`config.mk`:
```
export PLATFORM = sky130hd
export DESIGN_NAME = conv1d_sram_arbiter
export DESIGN_NICKNAME = d
export VERILOG_FILES = /design/src/rtl/conv1d_sram_arb_pkg.sv /design/src/rtl/conv1d_rr_picker.sv /design/src/rtl/conv1d_sram_arbiter.sv
export SDC_FILE = /design/constraint.sdc
export NUM_CORES = 1
export LEC_CHECK = 0
export CELL_PAD_IN_SITES_DETAIL_PLACEMENT = 0
export CELL_PAD_IN_SITES_GLOBAL_PLACEMENT = 1
export CORE_UTILIZATION = 19
export CTS_CLUSTER_SIZE = 40
export DETAILED_ROUTE_END_ITERATION = 10
export GPL_TIMING_DRIVEN = 0
export PLACE_DENSITY_LB_ADDON = 0.1
export SLEW_MARGIN = 0
export SYNTH_ARGS = -nofsm -noshare
export SYNTH_HDL_FRONTEND = slang
export SYNTH_HIERARCHICAL = 1
export SYNTH_SLANG_ARGS = --single-unit
```
`constraint.sdc`:
```
create_clock -name clk_i -period 3.9 [get_ports clk_i]
set_clock_uncertainty 0.05 [all_clocks]
set_input_delay 0.39 -clock clk_i [delete_from_list [all_inputs] [get_ports clk_i]]
set_output_delay 0.39 -clock clk_i [all_outputs]
set_load 0.01 [all_outputs]
```
`src/rtl/conv1d_sram_arb_pkg.sv`:
```
// conv1d_sram_arb_pkg
// Shared definitions for the conv1d SRAM arbitration logic.
//   DataWidth / BeWidth   : SRAM word and byte-enable widths.
//   AddrWidth             : default word-address width of the conv1d SRAM.
//   conv1d_sram_req_t     : one requester's access fields bundled together.
//   wrap_inc()            : modulo increment that is safe for any requester
//                           count, including non-powers of two.
package conv1d_sram_arb_pkg;

  localparam int DataWidth = 32;
  localparam int BeWidth   = 4;
  localparam int AddrWidth = 7;

  typedef struct packed {
    logic                 we;
    logic [AddrWidth-1:0] addr;
    logic [DataWidth-1:0] wdata;
    logic [BeWidth-1:0]   be;
  } conv1d_sram_req_t;

  // Increment an index and wrap explicitly at num, so a pointer never
  // lands on an index with no requester behind it.
  function automatic int wrap_inc(input int idx, input int num);
    return (idx + 1 >= num) ? 0 : idx + 1;
  endfunction

endpackage

```
`src/rtl/conv1d_rr_picker.sv`:
```
// conv1d_rr_picker
// Purely combinational round-robin winner search.
//   req_i   : request vector, one bit per requester.
//   ptr_i   : highest-priority index for this cycle (must be < NUM_REQ).
//   gnt_o   : one-hot grant of the winner, zero when nobody requests.
//   idx_o   : binary index of the winner (0 when valid_o is low).
//   valid_o : at least one request is present.
module conv1d_rr_picker #(
  parameter  int NUM_REQ  = 3,
  localparam int IdxWidth = $clog2(NUM_REQ)
) (
  input  logic [NUM_REQ-1:0]  req_i,
  input  logic [IdxWidth-1:0] ptr_i,
  output logic [NUM_REQ-1:0]  gnt_o,
  output logic [IdxWidth-1:0] idx_o,
  output logic                valid_o
);

  // Walk the candidates from the farthest offset back to the pointer so
  // the candidate closest to the pointer is the last one written and
  // therefore wins. The candidate index wraps by subtraction, which keeps
  // it legal for requester counts that are not powers of two.
  always_comb begin
    int                  cand;
    logic [IdxWidth-1:0] candIdx;
    gnt_o   = '0;
    idx_o   = '0;
    valid_o = 1'b0;
    cand    = 0;
    candIdx = '0;
    for (int off = NUM_REQ - 1; off >= 0; off--) begin
      cand = int'(ptr_i) + off;
      if (cand >= NUM_REQ) begin
        cand = cand - NUM_REQ;
      end
      candIdx = IdxWidth'(cand);
      if (req_i[candIdx]) begin
        gnt_o          = '0;
        gnt_o[candIdx] = 1'b1;
        idx_o          = candIdx;
        valid_o        = 1'b1;
      end
    end
  end

endmodule

```
`src/rtl/conv1d_sram_arbiter.sv`:
```
// conv1d_sram_arbiter
// Shares one single-port, 1-cycle-latency SRAM between NUM_REQ masters
// with round-robin priority, and counts contended cycles for debug.
//   clk_i, rst_i         : clock and synchronous active-high reset.
//   req_i/we_i/addr_i/
//   wdata_i/be_i         : per-requester access fields (flattened vectors,
//                          requester k occupies slice k).
//   gnt_o                : one-hot grant, combinational, same cycle.
//   rvalid_o             : one-hot response valid, one cycle after grant.
//   rdata_o              : SRAM read data broadcast to all requesters.
//   sram_*               : the single SRAM port.
//   cnt_clear_i          : clears the contention counter.
//   conflict_cnt_o       : saturating count of cycles with >=2 requests.
module conv1d_sram_arbiter
  import conv1d_sram_arb_pkg::*;
#(
  parameter  int NUM_REQ   = 3,
  parameter  int NUM_WORDS = 128,
  parameter  int CNT_WIDTH = 16,
  localparam int AddrWidth = (NUM_WORDS > 1) ? $clog2(NUM_WORDS) : 1,
  localparam int IdxWidth  = $clog2(NUM_REQ)
) (
  input  logic                           clk_i,
  input  logic                           rst_i,
  input  logic [NUM_REQ-1:0]             req_i,
  input  logic [NUM_REQ-1:0]             we_i,
  input  logic [NUM_REQ*AddrWidth-1:0]   addr_i,
  input  logic [NUM_REQ*DataWidth-1:0]   wdata_i,
  input  logic [NUM_REQ*BeWidth-1:0]     be_i,
  output logic [NUM_REQ-1:0]             gnt_o,
  output logic [NUM_REQ-1:0]             rvalid_o,
  output logic [DataWidth-1:0]           rdata_o,
  output logic                           sram_req_o,
  output logic                           sram_we_o,
  output logic [AddrWidth-1:0]           sram_addr_o,
  output logic [DataWidth-1:0]           sram_wdata_o,
  output logic [BeWidth-1:0]             sram_be_o,
  input  logic [DataWidth-1:0]           sram_rdata_i,
  input  logic                           cnt_clear_i,
  output logic [CNT_WIDTH-1:0]           conflict_cnt_o
);

  logic [IdxWidth-1:0]  rr_ptr_q, rr_ptr_d;
  logic                 rvalid_q;
  logic [IdxWidth-1:0]  rid_q;
  logic [CNT_WIDTH-1:0] conflict_cnt_q, conflict_cnt_d;
  logic [IdxWidth-1:0]  winIdx;
  logic                 pickValid;
  logic                 contended;

  // Winner search starting at the round-robin pointer.
  conv1d_rr_picker #(
    .NUM_REQ (NUM_REQ)
  ) u_picker (
    .req_i   (req_i),
    .ptr_i   (rr_ptr_q),
    .gnt_o   (gnt_o),
    .idx_o   (winIdx),
    .valid_o (pickValid)
  );

  // Steer the winner's fields onto the SRAM port; an idle cycle drives all
  // zeros so the macro sees a clean, quiet bus.
  always_comb begin
    sram_req_o   = 1'b0;
    sram_we_o    = 1'b0;
    sram_addr_o  = '0;
    sram_wdata_o = '0;
    sram_be_o    = '0;
    if (pickValid) begin
      sram_req_o   = 1'b1;
      sram_we_o    = we_i[winIdx];
      sram_addr_o  = addr_i[int'(winIdx)*AddrWidth +: AddrWidth];
      sram_wdata_o = wdata_i[int'(winIdx)*DataWidth +: DataWidth];
      sram_be_o    = be_i[int'(winIdx)*BeWidth +: BeWidth];
    end
  end

  // Next pointer is one past the winner so the winner drops to lowest
  // priority; with no grant the pointer keeps its place.
  always_comb begin
    rr_ptr_d = rr_ptr_q;
    if (pickValid) begin
      rr_ptr_d = IdxWidth'(wrap_inc(int'(winIdx), NUM_REQ));
    end
  end

  // Contention counter: clear beats increment, and the count sticks at
  // all-ones instead of wrapping back to a misleadingly small value.
  assign contended = ($countones(req_i) >= 2);

  always_comb begin
    conflict_cnt_d = conflict_cnt_q;
    if (cnt_clear_i) begin
      conflict_cnt_d = '0;
    end else if (contended && (conflict_cnt_q != '1)) begin
      conflict_cnt_d = conflict_cnt_q + CNT_WIDTH'(1);
    end
  end

  // State registers. Reset drops any in-flight response, so a grant seen
  // in the reset cycle never produces an rvalid.
  always_ff @(posedge clk_i) begin
    if (rst_i) begin
      rr_ptr_q       <= '0;
      rvalid_q       <= 1'b0;
      rid_q          <= '0;
      conflict_cnt_q <= '0;
    end else begin
      rr_ptr_q       <= rr_ptr_d;
      rvalid_q       <= pickValid;
      conflict_cnt_q <= conflict_cnt_d;
      if (pickValid) begin
        rid_q <= winIdx;
      end
    end
  end

  // Response routing: the SRAM returns data one cycle after the access,
  // which lines up with the registered winner index.
  assign rvalid_o       = rvalid_q ? (NUM_REQ'(1) << rid_q) : '0;
  assign rdata_o        = sram_rdata_i;
  assign conflict_cnt_o = conflict_cnt_q;

endmodule

```
==> flow_summary.json <==
{
  "dp_slack_ns": -0.474,
  "postSynthAreaPerCell_um2": 7.09,
  "fp.dieArea_um2": 15200,
  "unrepaired_setup_endpoints_after_global_routing": "no",
  "p_per_area_nw_per_um2": 575,
  "grt-ovfl-total": 0,
  "timing.final.crit_period_ns": 3.66,
  "drv_cap": 0,
  "drt_iter0_markers": 115,
  "worstSkewPairLatency_ns": 0.25,
  "nets": 811,
  "cp.required_ns": 3.46,
  "cp-startpoint": "rr_ptr_q[0]$_SDFFE_PP0P_",
  "antennaDiodeCount": 0,
  "synthArstFlopShare_pct": 0,
  "cts_root_buf": "clkbuf_16",
  "post_cts_buffers": 0,
  "clock_sinks": 21,
  "clock_path_buffers": 2,
  "port_buffers": 236,
  "ys_ff_latch": 21,
  "netlist-cell-type-count": 50,
  "rr_endpoint": "rid_q[0]$_SDFFE_PP0P_",
  "die_h_um": 123,
  "detail_route.first_pass.iterations": 4,
  "total_leakage_power_nw": 2.05,
  "syn_inst": 394,
  "combined_area_of_all_synthesized_cells_um2": 2790,
  "finalHoldViolations": 0,
  "holdCritPathClass": "reg2reg",
  "crit-reg2reg-launch": "rr_ptr_q[1]$_SDFFE_PP0P_",
  "vias": 3657,
  "synth-edff-count": 0,
  "layout-drive-gt1-share_pct": 9.46,
  "antenna_found_initial": 0,
  "ys_seq_area_share_pct": 15.0,
  "grt.total_usage_pct": 16.2,
  "drt-wirelength-per-cell_um": 16.5,
  "yosysWarnings": 6,
  "die_width_um": 123,
  "critPathCaptureType": "primary output",
  "cts_made_buffers": 3,
  "global_route_wire_length_before_repair_um": 19100,
  "htree_num_levels": 1,
  "status": "completed",
  "synth_area_leader_cell": "mux2i_1",
  "tightestPinTransition_ns": 0.667,
  "synth_top_area_share_pct": 17.6,
  "start_kind": "flip-flop",
  "areaGrowthSynthToFinish_pct": 98.5,
  "relSlewSlack_pct": 55.2,
  "endpoint": "sram_wdata_o[24]",
  "worst-path-max-fanout": 10,
  "io-pin-count": 269,
  "rows": 43,
  "critPathArrivalTime_ns": 3.22,
  "routabilityCongestion": 0.827,
  "antenna_left": 0,
  "rr_worst_depth": 8,
  "tritoncts": "yes",
  "timing_worst_setup_path_type": "reg2out",
  "synthesis.nets": 570,
  "top_cells_by_area_synth": "mux2i_1 18%, dfxtp_1 15%, and2_1 10%",
  "setup.reg_to_reg.worst_slack_ns": 1.40,
  "drc": 0,
  "finalMaxSlewViolations": 0,
  "finalSetupViolations": 0,
  "achievable-frequency_mhz": 273,
  "postRouteWirelength_um": 13400,
  "avgViaCountPerCell": 4.49,
  "cts.reportedPaths.clkPinSlew_ns": 0.06,
  "floorplan_core_area_um2": 14100,
  "hold_slack_ns": 0.466,
  "fin_crit_sh_pct": 94.0,
  "initial_utilization_pct": 19.8,
  "ys.flop_type": "dfxtp_1",
  "grt_max_degree": 12,
  "vdd_ir_drop_max_mv": 0.157,
  "setup_ws_ns": 0.235,
  "grt_pass1_vias": 3404,
  "post-dp-hpwl_um": 11300
}
metal layers:
layer	track usage, %	part of all wire [%]	vias to the layer above
li1	-	-	1839
met1	20.0	42	1679
met2	29.5	50	128
met3	3.23	7.7	11
met4	1.66	0.55	0
met5	0	0	-
synthesized netlist by cell type (all sizes together) (7+ instances only):
cell type and instances:
buf 39, o21ai 53, nand4 7, mux2i 49
a21oi 14, dfxtp 21, nor2 7, or4 10
nand2 59, and2 45, clkbuf 19
worst max-delay path, cell delays in order, from the launching register on:
cell             delay, ns
dfxtp_1               0.37
inv_1                 0.10
ha_4                  0.30
nor2b_1               0.13
o211ai_1              0.12
a2bb2oi_1             0.17
o22ai_2               0.25
buf_6                 0.17
nor2b_1               0.13
buf_4                 0.18
buf_4                 0.19
nand2_1               0.06
o21ai_0               0.09
and2_1                0.16
clkdlybuf4s50_1       0.54
layout by cell type (no fill, tap or decap), types with 3 or more instances in the layout:
master	n
nand4_1	7
or4_1	8
o211ai_1	3
clkbuf_16	3
and2_1	45
buf_6	5
buf_4	38
clkdlybuf4s50_1	233
or3_1	3
dfxtp_1	21
nor3_1	5
o31ai_1	6
nor2b_1	4
nand2_1	59
and3b_1	3
a21oi_1	14
dlymetal6s2s_1	3
clkbuf_1	13
inv_1	6
ha_1	5
mux2i_1	49
nor2_1	7
o21ai_0	51
flip-flops by register name, indices dropped and copies added, names as in the netlist:
name and flops:
rid_q 2, rr_ptr_q 2, conflict_cnt_o 16, rvalid_q 1
cell type report:
cell class | instances | area, um^2
fillers | 1488 | 8550
plain buffers | 58 | 409
inverters | 6 | 22.5
clock buffers | 4 | 78.8
well taps | 180 | 225
flip-flops and latches | 21 | 420
multi-input cells | 309 | 2020
repair buffers | 236 | 2370
power by group:
part           internal (mW)  switching (mW)
clock network          0.139          0.0770
logic                   1.50            1.22
registers              0.236          0.0200
total                   1.88            1.32
per-stage QoR:
stage / cell area, um^2 / cells / TNS [ns] / power, mW / utilization [%]
6_report: 5550 / 814 / 0 / 3.19 / 39.3
5_1_grt: 5550 / 814 / 0 / 3.44 / 39.3
4_1_cts: 5500 / 814 / 0 / 3.19 / 39.0
3_5_place_dp: 5380 / 810 / -15.75 / 2.93 / 38.2
3_3_place_gp: 5380 / 810 / -14.85 / 2.93 / 38.2
2_1_floorplan: 2790 / 394 / 0 / 1.61 / -
worst min-delay path by stage:
stage                               startpoint                         endpoint  slack, ns  depth (start not counted)
2_1_floorplan                            rst_i         rr_ptr_q[1]$_SDFFE_PP0P_       0.41                          1
3_3_place_gp          rr_ptr_q[1]$_SDFFE_PP0P_         rr_ptr_q[1]$_SDFFE_PP0P_       0.45                          2
3_5_place_dp   conflict_cnt_o[15]$_SDFFE_PP0P_  conflict_cnt_o[15]$_SDFFE_PP0P_       0.46                          2
4_1_cts        conflict_cnt_o[11]$_SDFFE_PP0P_  conflict_cnt_o[11]$_SDFFE_PP0P_       0.47                          2
5_1_grt        conflict_cnt_o[11]$_SDFFE_PP0P_  conflict_cnt_o[11]$_SDFFE_PP0P_       0.49                          2
6_report       conflict_cnt_o[15]$_SDFFE_PP0P_  conflict_cnt_o[15]$_SDFFE_PP0P_       0.47                          2
kinds of logic after synthesis:
family,after synthesis,synth area share (%)
AND/OR/NAND/NOR,160,31.0
buffers and inverters,64,13.5
AO/OA/AOI/OAI,92,19.1
flip-flops,21,15.0
adder cells (fa/ha/maj),6,2.69
multiplexers,51,18.6
what timing repair did:
action | CTS | global route
setup endpoints to repair | 44 | 40
pin swaps | 0 | 1
hold buffers | 0 | 0
cloned | 0 | 0
resized for setup | 19 | 21
(Power assumes the default switching activity.)
